$ cat src/rtl/div_pkg.sv
// Shared definitions for the sequential restoring divider: default widths
// and the IDLE/RUN/DONE state encoding.
package div_pkg;

    localparam int DVD_W_DEF = 8;
    localparam int DSR_W_DEF = 4;
    localparam int CNT_W_DEF = $clog2(DVD_W_DEF);

    typedef logic [1:0] state_t;

    localparam state_t IDLE = 2'd0;
    localparam state_t RUN  = 2'd1;
    localparam state_t DONE = 2'd2;

endpackage

$ cat src/rtl/div_step.sv
// One restoring-division iteration: shift the next dividend bit into the partial
// remainder and subtract the divisor through a ripple chain of full adders.
module fadder (
    input  logic a_i,
    input  logic b_i,
    input  logic c_i,
    output logic s_o,
    output logic c_o
);
    assign s_o = a_i ^ b_i ^ c_i;
    assign c_o = (a_i & b_i) | (c_i & (a_i ^ b_i));
endmodule

module div_step #(
    parameter int DSR_W = 4
) (
    input  logic [DSR_W-1:0] p_i,
    input  logic             dvd_bit_i,
    input  logic [DSR_W-1:0] divisor_i,
    output logic [DSR_W-1:0] p_o,
    output logic             q_o
);
    logic [DSR_W:0]   shifted;
    logic [DSR_W:0]   dsr_inv;
    logic [DSR_W:0]   diff;
    logic [DSR_W+1:0] carry;
    logic             unused_diff_msb;

    assign shifted  = {p_i, dvd_bit_i};
    assign dsr_inv  = ~{1'b0, divisor_i};
    assign carry[0] = 1'b1;

    // a + ~b + 1: the final carry-out is set exactly when the trial is non-negative
    for (genvar i = 0; i <= DSR_W; i++) begin : g_chain
        fadder u_fa (
            .a_i (shifted[i]),
            .b_i (dsr_inv[i]),
            .c_i (carry[i]),
            .s_o (diff[i]),
            .c_o (carry[i+1])
        );
    end

    // The partial remainder stays below the divisor, so its top bit is always zero
    assign unused_diff_msb = diff[DSR_W];
    assign q_o = carry[DSR_W+1];
    assign p_o = q_o ? diff[DSR_W-1:0] : shifted[DSR_W-1:0];

endmodule

$ cat src/rtl/seq_restoring_divider.sv
// Sequential unsigned restoring divider producing one quotient bit per clock,
// most significant bit first, with a divide-by-zero shortcut.
module seq_restoring_divider
    import div_pkg::*;
#(
    parameter int DVD_W = DVD_W_DEF,
    parameter int DSR_W = DSR_W_DEF
) (
    input  logic             clk,
    input  logic             rst_n,
    input  logic             start,
    input  logic [DVD_W-1:0] dividend,
    input  logic [DSR_W-1:0] divisor,
    output logic             busy,
    output logic             done,
    output logic [DVD_W-1:0] quotient,
    output logic [DSR_W-1:0] remainder,
    output logic             div_by_zero
);
    localparam int CNT_W = $clog2(DVD_W);

    state_t             state_q, state_d;
    logic [CNT_W-1:0]   cnt_q, cnt_d;
    logic [DVD_W-1:0]   dvd_q, dvd_d;
    logic [DSR_W-1:0]   dsr_q, dsr_d;
    logic [DSR_W-1:0]   p_q, p_d;
    logic [DVD_W-1:0]   qacc_q, qacc_d;
    logic [DVD_W-1:0]   quot_q, quot_d;
    logic [DSR_W-1:0]   rem_q, rem_d;
    logic               dbz_q, dbz_d;

    logic [DSR_W-1:0]   step_p;
    logic               step_q;
    logic [DVD_W-1:0]   qacc_next;

    div_step #(.DSR_W(DSR_W)) u_step (
        .p_i       (p_q),
        .dvd_bit_i (dvd_q[cnt_q]),
        .divisor_i (dsr_q),
        .p_o       (step_p),
        .q_o       (step_q)
    );

    assign qacc_next = {qacc_q[DVD_W-2:0], step_q};

    always_comb begin
        state_d = state_q;
        cnt_d   = cnt_q;
        dvd_d   = dvd_q;
        dsr_d   = dsr_q;
        p_d     = p_q;
        qacc_d  = qacc_q;
        quot_d  = quot_q;
        rem_d   = rem_q;
        dbz_d   = dbz_q;
        case (state_q)
            IDLE: begin
                if (start) begin
                    dvd_d  = dividend;
                    dsr_d  = divisor;
                    p_d    = '0;
                    qacc_d = '0;
                    cnt_d  = CNT_W'(DVD_W - 1);
                    quot_d = '0;
                    rem_d  = '0;
                    dbz_d  = 1'b0;
                    // A zero divisor skips the iterations and reports saturated results
                    if (divisor == '0) begin
                        state_d = DONE;
                        quot_d  = '1;
                        dbz_d   = 1'b1;
                    end else begin
                        state_d = RUN;
                    end
                end
            end
            RUN: begin
                p_d    = step_p;
                qacc_d = qacc_next;
                if (cnt_q == '0) begin
                    state_d = DONE;
                    quot_d  = qacc_next;
                    rem_d   = step_p;
                end else begin
                    cnt_d = cnt_q - 1'b1;
                end
            end
            DONE:    state_d = IDLE;
            default: state_d = IDLE;
        endcase
    end

    always_ff @(posedge clk or negedge rst_n) begin
        if (!rst_n) begin
            state_q <= IDLE;
            cnt_q   <= '0;
            dvd_q   <= '0;
            dsr_q   <= '0;
            p_q     <= '0;
            qacc_q  <= '0;
            quot_q  <= '0;
            rem_q   <= '0;
            dbz_q   <= 1'b0;
        end else begin
            state_q <= state_d;
            cnt_q   <= cnt_d;
            dvd_q   <= dvd_d;
            dsr_q   <= dsr_d;
            p_q     <= p_d;
            qacc_q  <= qacc_d;
            quot_q  <= quot_d;
            rem_q   <= rem_d;
            dbz_q   <= dbz_d;
        end
    end

    assign busy        = (state_q != IDLE);
    assign done        = (state_q == DONE);
    assign quotient    = quot_q;
    assign remainder   = rem_q;
    assign div_by_zero = dbz_q;

endmodule
$ cat config.mk
export PLATFORM = sky130hd
export DESIGN_NAME = seq_restoring_divider
export DESIGN_NICKNAME = d
export VERILOG_FILES = /design/src/rtl/div_pkg.sv /design/src/rtl/div_step.sv /design/src/rtl/seq_restoring_divider.sv
export SDC_FILE = /design/constraint.sdc
export NUM_CORES = 1
export LEC_CHECK = 0
export CORE_MARGIN = 2
export CORE_UTILIZATION = 44
export DETAILED_ROUTE_END_ITERATION = 6
export PLACE_DENSITY = 0.68
export SLEW_MARGIN = 30
export SYNTH_ARGS = -nofsm -noshare
export SYNTH_HDL_FRONTEND = slang
export SYNTH_SLANG_ARGS = --single-unit
export TNS_END_PERCENT = 100
$ cat constraint.sdc
create_clock -name clk -period 9 [get_ports clk]
set_input_delay 0.9 -clock clk [delete_from_list [all_inputs] [get_ports clk]]
set_output_delay 0.9 -clock clk [all_outputs]
set_load 0.02 [all_outputs]
==> Yosys cells after proc, flatten, opt, wreduce, memory -nomap -nowiden <==
Index checks and enable logic that the tools add are counted.
{ "op_classes": {"add_sub_neg": 1, "multipliers": 0, "div_mod_pow": 0, "n_lt_le_gt_ge": 1, "n_eq_ne": 5, "n_shift": 0, "muxes": 21, "bitwise_logic": 24, "n_reduce_logical": 10} }
{ "ops": {"columns": ["op", "count"], "rows": [
  ["8-bit two-way mux", 3],
  ["4-bit case mux with 2 select lines", 2],
  ["8-bit case mux with 2 select lines", 1],
  ["7-bit case mux with 2 select lines", 1],
  ["4-bit two-way mux", 3],
  ["1-bit bitwise AND", 9],
  ["1-bit XOR", 8],
  ["7-bit two-way mux", 1],
  ["2-bit two-way mux", 3],
  ["3-bit two-way mux", 2],
  ["2-bit != test (second input constant)", 3],
  ["3-bit case mux with 2 select lines", 1],
  ["2-bit AND reduction", 3],
  ["3-bit AND reduction", 2],
  ["4-bit NOT with 5-bit output", 1],
  ["1-bit bitwise OR", 5],
  ["4-bit logical NOT", 1],
  ["3-bit by 4-bit < comparator with 1-bit output (second input constant)", 1],
  ["2-bit case mux with 2 select lines", 1],
  ["2-bit nonzero test", 2],
  ["1-bit binary-select mux with 3-bit select", 1],
  ["3-bit logical NOT", 1],
  ["3-bit by 1-bit subtractor with 3-bit output (second input constant)", 1],
  ["2-bit by 1-bit equality test with 1-bit output (second input constant)", 1],
  ["4 further kinds", 5]
]} }
{ "totals": {"ff_bits": 41, "latchBits": 0, "ramBits": 0, "rom_bits": 0, "inputBits": 15, "output_inout_bits": 15, "mem_count": 0} }

==> Logic depth before layout (Yosys ltp) <==
{ "logic_depth": {"depth_word": 15, "mapped_depth": 11, "ltp_nobuf": 10} }

==> Hierarchy <==
A second synthesis with hierarchy kept.
{ "hier_totals": {"hier_cells": 187, "area_unflattened_um2": 1905.6} }
{ "modules_own_cells": {"columns": ["module", "n_inst", "cells_each", "area_per_inst_um2", "seq_area_each_um2"], "rows": [
  ["seq_restoring_divider", 1, 173, 1741.7, 1026.0],
  ["fadder", 5, 1, 20.0, 0.0],
  ["div_step", 1, 9, 63.8, 0.0]
]} }

==> Least setup slack after synthesis <==
Ideal clock, no wire load.
{ "synth_path": {"path_type": "register -> register", "start": "reg cnt_q[0]", "end": "reg rem_q[1] (netlist: remainder[1])", "setup_ns": 0.065, "arrival_time_ns": 2.816, "required_ns": 8.935, "setup_slack_ns": 6.119, "path_stages_with_launch": 12, "path_buffers": 1, "cell_sequence": "dfrtp_1 > mux4_1 > mux2i_4 > ha_1 > fa_1 > fa_1 > fa_1 > nand2b_1 > buf_6 > nor2_1 > a211oi_1 > mux2_2"} }
{ "synth_via": {"elab_chain_len": 15} }
{ "synth_rtl": {"columns": ["element", "line", "source"], "rows": [
  ["start, declared", "seq_restoring_divider.sv:23", "logic [CNT_W-1:0] cnt_q, cnt_d;"],
  ["start signal, assigned", "seq_restoring_divider.sv:106", "cnt_q <= cnt_d;"],
  ["1-bit binary-select mux with 3-bit select", "seq_restoring_divider.sv:38", ".dvd_bit_i (dvd_q[cnt_q]),"],
  ["1-bit two-way mux (implied by the code)", "seq_restoring_divider.sv:38", null],
  ["1-bit bitwise AND / 1-bit XOR (equally long branches)", "div_step.sv:11", "assign c_o = (a_i & b_i) | (c_i & (a_i ^ b_i));"],
  ["1-bit bitwise OR", "div_step.sv:11", null],
  ["1-bit bitwise AND", "div_step.sv:11", null],
  ["1-bit bitwise OR", "div_step.sv:11", null],
  ["1-bit bitwise AND", "div_step.sv:11", null],
  ["1-bit bitwise OR", "div_step.sv:11", null],
  ["1-bit bitwise AND", "div_step.sv:11", null],
  ["1-bit bitwise OR", "div_step.sv:11", null],
  ["1-bit bitwise AND", "div_step.sv:11", null],
  ["1-bit bitwise OR", "div_step.sv:11", null],
  ["4-bit two-way mux", "div_step.sv:47", "assign p_o = q_o ? diff[DSR_W-1:0] : shifted[DSR_W-1:0];"],
  ["4-bit two-way mux", "seq_restoring_divider.sv:80", "if (cnt_q == '0) begin"],
  ["4-bit case mux with 2 select lines", "seq_restoring_divider.sv:56", "case (state_q)"],
  ["end signal, assigned", "seq_restoring_divider.sv:112", "rem_q <= rem_d;"],
  ["end, declared", "seq_restoring_divider.sv:29", "logic [DSR_W-1:0] rem_q, rem_d;"]
]} }
Parallel ways exist; a longest one is shown, timed or not. The select of a mux whose other input is x is not followed.
A chain may end at the register's enable or synchronous reset.

==> Worst setup path after layout <==
{ "layout_path": {"start": "reg cnt_q[0]", "end": "reg rem_q[3] (netlist: remainder[3])"} }
Same word-level chain as after synthesis.

==> impl_metrics.csv <==
group,metric,value,unit
hold_path,hold_path.class,"reg2reg",
hold_path,hold_depth,1,
run_status,outcome,"finished clean",
logic_synthesis,yosysTopAreaCell,"dfrtp_1",
pwr,leakagePower,1.045,nW
clock_network,ctsResizeCount,0,
logic_synthesis,synth_area_leaders,"dfrtp_1 (56%), mux2_2 (9.8%), nand2_1 (5.3%)",
worst_setup_path,crit_type,"reg2reg",
sta,rsz0062_at_grt,"false",
floorplanning,die_x,68.50,um
clock_network,cts_hold_buf,0,
logic_synthesis,ys_warn_count,0,
logic_synthesis,synth_area,0.001831,mm^2
layout,final_nets,206,
pwr,power,0.8611,mW
logic_synthesis,yosysSeqAreaShare,56.05,%
clock_network,clock_latency,0.29,ns
layout,post-route-util,56.58,%
floorplanning,fp.dieH,68.50,um
worst_setup_path,r2r_cells,10,
hold_path,min_to,"p_q[3]",
sta,hold_viol,0,
placed_design,port_buffers,29,
layout,syn_to_final_growth,23.65,%
worst_setup_path,regToRegStartpoint,"cnt_q[0]",
sta,worst_slew_pin_slew,0.7991,ns
clock_network,cts_made_buffers,5,
floorplanning,coreArea,0.004000,mm^2
logic_synthesis,synthAdderAreaFrac,5.332,%
clock_network,root_buffer,"clkbuf_8",
hold_path,worstHoldStart,"p_q[3]",
worst_setup_path,start_kind,"flop",
layout,antenna_cells,0,
logic_synthesis,netlist.area_leader.share,56.05,%
grt,antenna_found_initial,0,
sta,fin_ws,5.782,ns
detailed_routing,wl,3432,um
grt,first_global_vias,1227,
clock_network,cts.sinks,41,
layout,final_common_cell,"dfrtp_1",
logic_synthesis,synthSimpleGateAreaFrac,12.30,%
detailed_routing,drt_iter0_drc,63,
run,max_cap_viol_count,0,
worst_setup_path,crit_path_end_kind,"flop",
logic_synthesis,syn_inst,154,
logic_synthesis,yosys.area_share.xor_xnor,0,%
floorplanning,initial_core_util,45.76,%
detailed_routing,via_per_inst,5.169,
detailed_routing,drc,0,
floorplanning,boundaryPins,30,
grt,gr-total-overflow,0,
grt,track_usage,17.56,%
layout,drive_gt1_share,17.20,%
worst_setup_path,path_max_fanout,9,
logic_synthesis,syn_area_per_cell,11.89,um^2
logic_synthesis,synth_top_family_by_area,"multiplexers",
sta,period_share,35.76,%
logic_synthesis,synth.net_count,175,
layout,final_cell_mix,"dfrtp_1 (41), clkdlybuf4s50_1 (28), nand2_1 (26)",
layout,fillers,344,
sta,fmax,310.7,MHz
logic_synthesis,synth_cell_type_count,30,
clock_network,clkTransAtPathRegs,0.08,ns
detailed_routing,antenna_left,0,
pwr,ir_worst_vdd,0.0001759,V
clock_network,cts_tree,"yes",
worst_setup_path,arrival,3.45,ns
logic_synthesis,synth-compound-area-share,8.339,%
worst_setup_path,r2r_slack,5.78,ns
detailed_routing,drt_first_pass_iters,4,
worst_setup_path,required,9.24,ns
clock_network,cts_setup_buffers,0,
sta,final_max_slew_viol_count,0,
sta,finalSetupViolations,0,
sta,clock_skew,0.004615,ns
grt,grt_pass1_wl,5837,um
detailed_routing,wl_per_cell,14.54,um
logic_synthesis,ys_ff_latch,41,
sta,finalCriticalPeriod,3.218,ns
pwr,power_density,380.4,mW/mm^2
placed_design,detailedPlace.worstSlack,5.823,ns
placed_design,dp_hpwl,2426,um
logic_synthesis,synth.area.mux_share,15.04,%
placed_design,place_congestion,0.7585,
floorplanning,rows,23,
sta,fin_setup_tns,0,ns
floorplanning,die-area,0.004692,mm^2
detailed_routing,num_vias,1220,
clock_network,cts-htree-levels,2,
grt,grt_max_degree,42,
worst_setup_path,r2r-end,"remainder[3]",
sta,slew_headroom,46.23,%
clock_network,clockBufferDepth,2,
## synth_stat cells
cell type   n
a211o_1     1
a211oi_1    3
a21o_1      4
a21oi_1     9
a22o_1      2
a31oi_1     1
and2_1      1
buf_2       4
buf_6       1
clkbuf_1    1
dfrtp_1    41
fa_1        3
ha_1        3
inv_1       5
mux2_2     16
mux2i_1     2
mux2i_4     1
mux4_1      2
nand2_1    26
nand2b_1    3
nand2b_2    1
nor2_1     15
nor2b_1     2
nor3_1      1
nor3b_1     1
nor4_1      1
o21ai_0     1
o21ba_2     1
o21bai_1    1
or2_2       1
## layer usage
layer | track usage, % | vias to the layer above | wire length, um
met5 | 0 | - | 0
met4 | 7.500 | 0 | 70
met3 | 5.195 | 6 | 147
met2 | 26.92 | 26 | 1659
met1 | 23.20 | 606 | 1554
li1 | - | 582 | -
## report_power, final
group | internal [mW] | total [mW] | switching (mW)
Sequential | 0.270 | 0.325 | 0.0548
Clock | 0.0693 | 0.131 | 0.0613
Combinational | 0.198 | 0.406 | 0.208
Total | 0.537 | 0.861 | 0.324
## worst max-delay path: stages (launching register included)
cell      delay (ns)
dfrtp_1         0.44
mux4_1          0.40
mux2i_4         0.09
ha_1            0.20
fa_1            0.38
fa_1            0.39
fa_1            0.36
nand2b_1        0.28
nor2_1          0.09
a211oi_1        0.32
mux2_2          0.22
## cell type report
class	instances	area [um^2]	share of cell area (%)
clock inverter	1	5.005	0.2211
tap	50	62.56	2.764
inverter	5	18.77	0.8292
clock buffer	7	96.34	4.256
multi-input combinational	102	759.5	33.55
sequential	41	1026	45.33
timing repair buffer	30	295.3	13.05
## worst max-delay path by stage
stage | startpoint | to | slack (ns) | cells after the start
floorplan | cnt_q[0] | remainder[1] | 6.12 | 11
global placement | cnt_q[0] | remainder[0] | 5.97 | 10
detailed placement | cnt_q[0] | remainder[1] | 5.82 | 10
CTS | cnt_q[0] | remainder[3] | 5.76 | 10
global route | cnt_q[0] | remainder[3] | 5.59 | 10
finish | cnt_q[0] | remainder[3] | 5.78 | 10
## sequential cells by signal (all words and copies together) (netlist names)
| signal | count |
|---|---|
| remainder | 4 |
| div_by_zero | 1 |
| qacc_q | 7 |
| quotient | 8 |
| p_q | 4 |
| dsr_q | 4 |
| cnt_q | 3 |
| state_q | 2 |
| dvd_q | 8 |
## logic make-up (layout without fill, tap and decap cells)
group                      count (synthesis)  count (layout)
DFF                                       41              41
buffers and inverters                     11              43
and+or+nand+nor                           52              52
adders and majority gates                  6               6
AOI/OAI and AO/OA                         23              23
muxes                                     21              21
## metrics by stage
step	instances	hold slack [ns]	instance area, um^2
final	236	0.4742	2263
after CTS	236	0.4785	2257
after global placement	228	0.4608	2156
after global routing	236	0.5008	2263
after floorplan	154	0.4410	1831
after detailed placement	228	0.4614	2156
(Power assumes the default switching activity.)
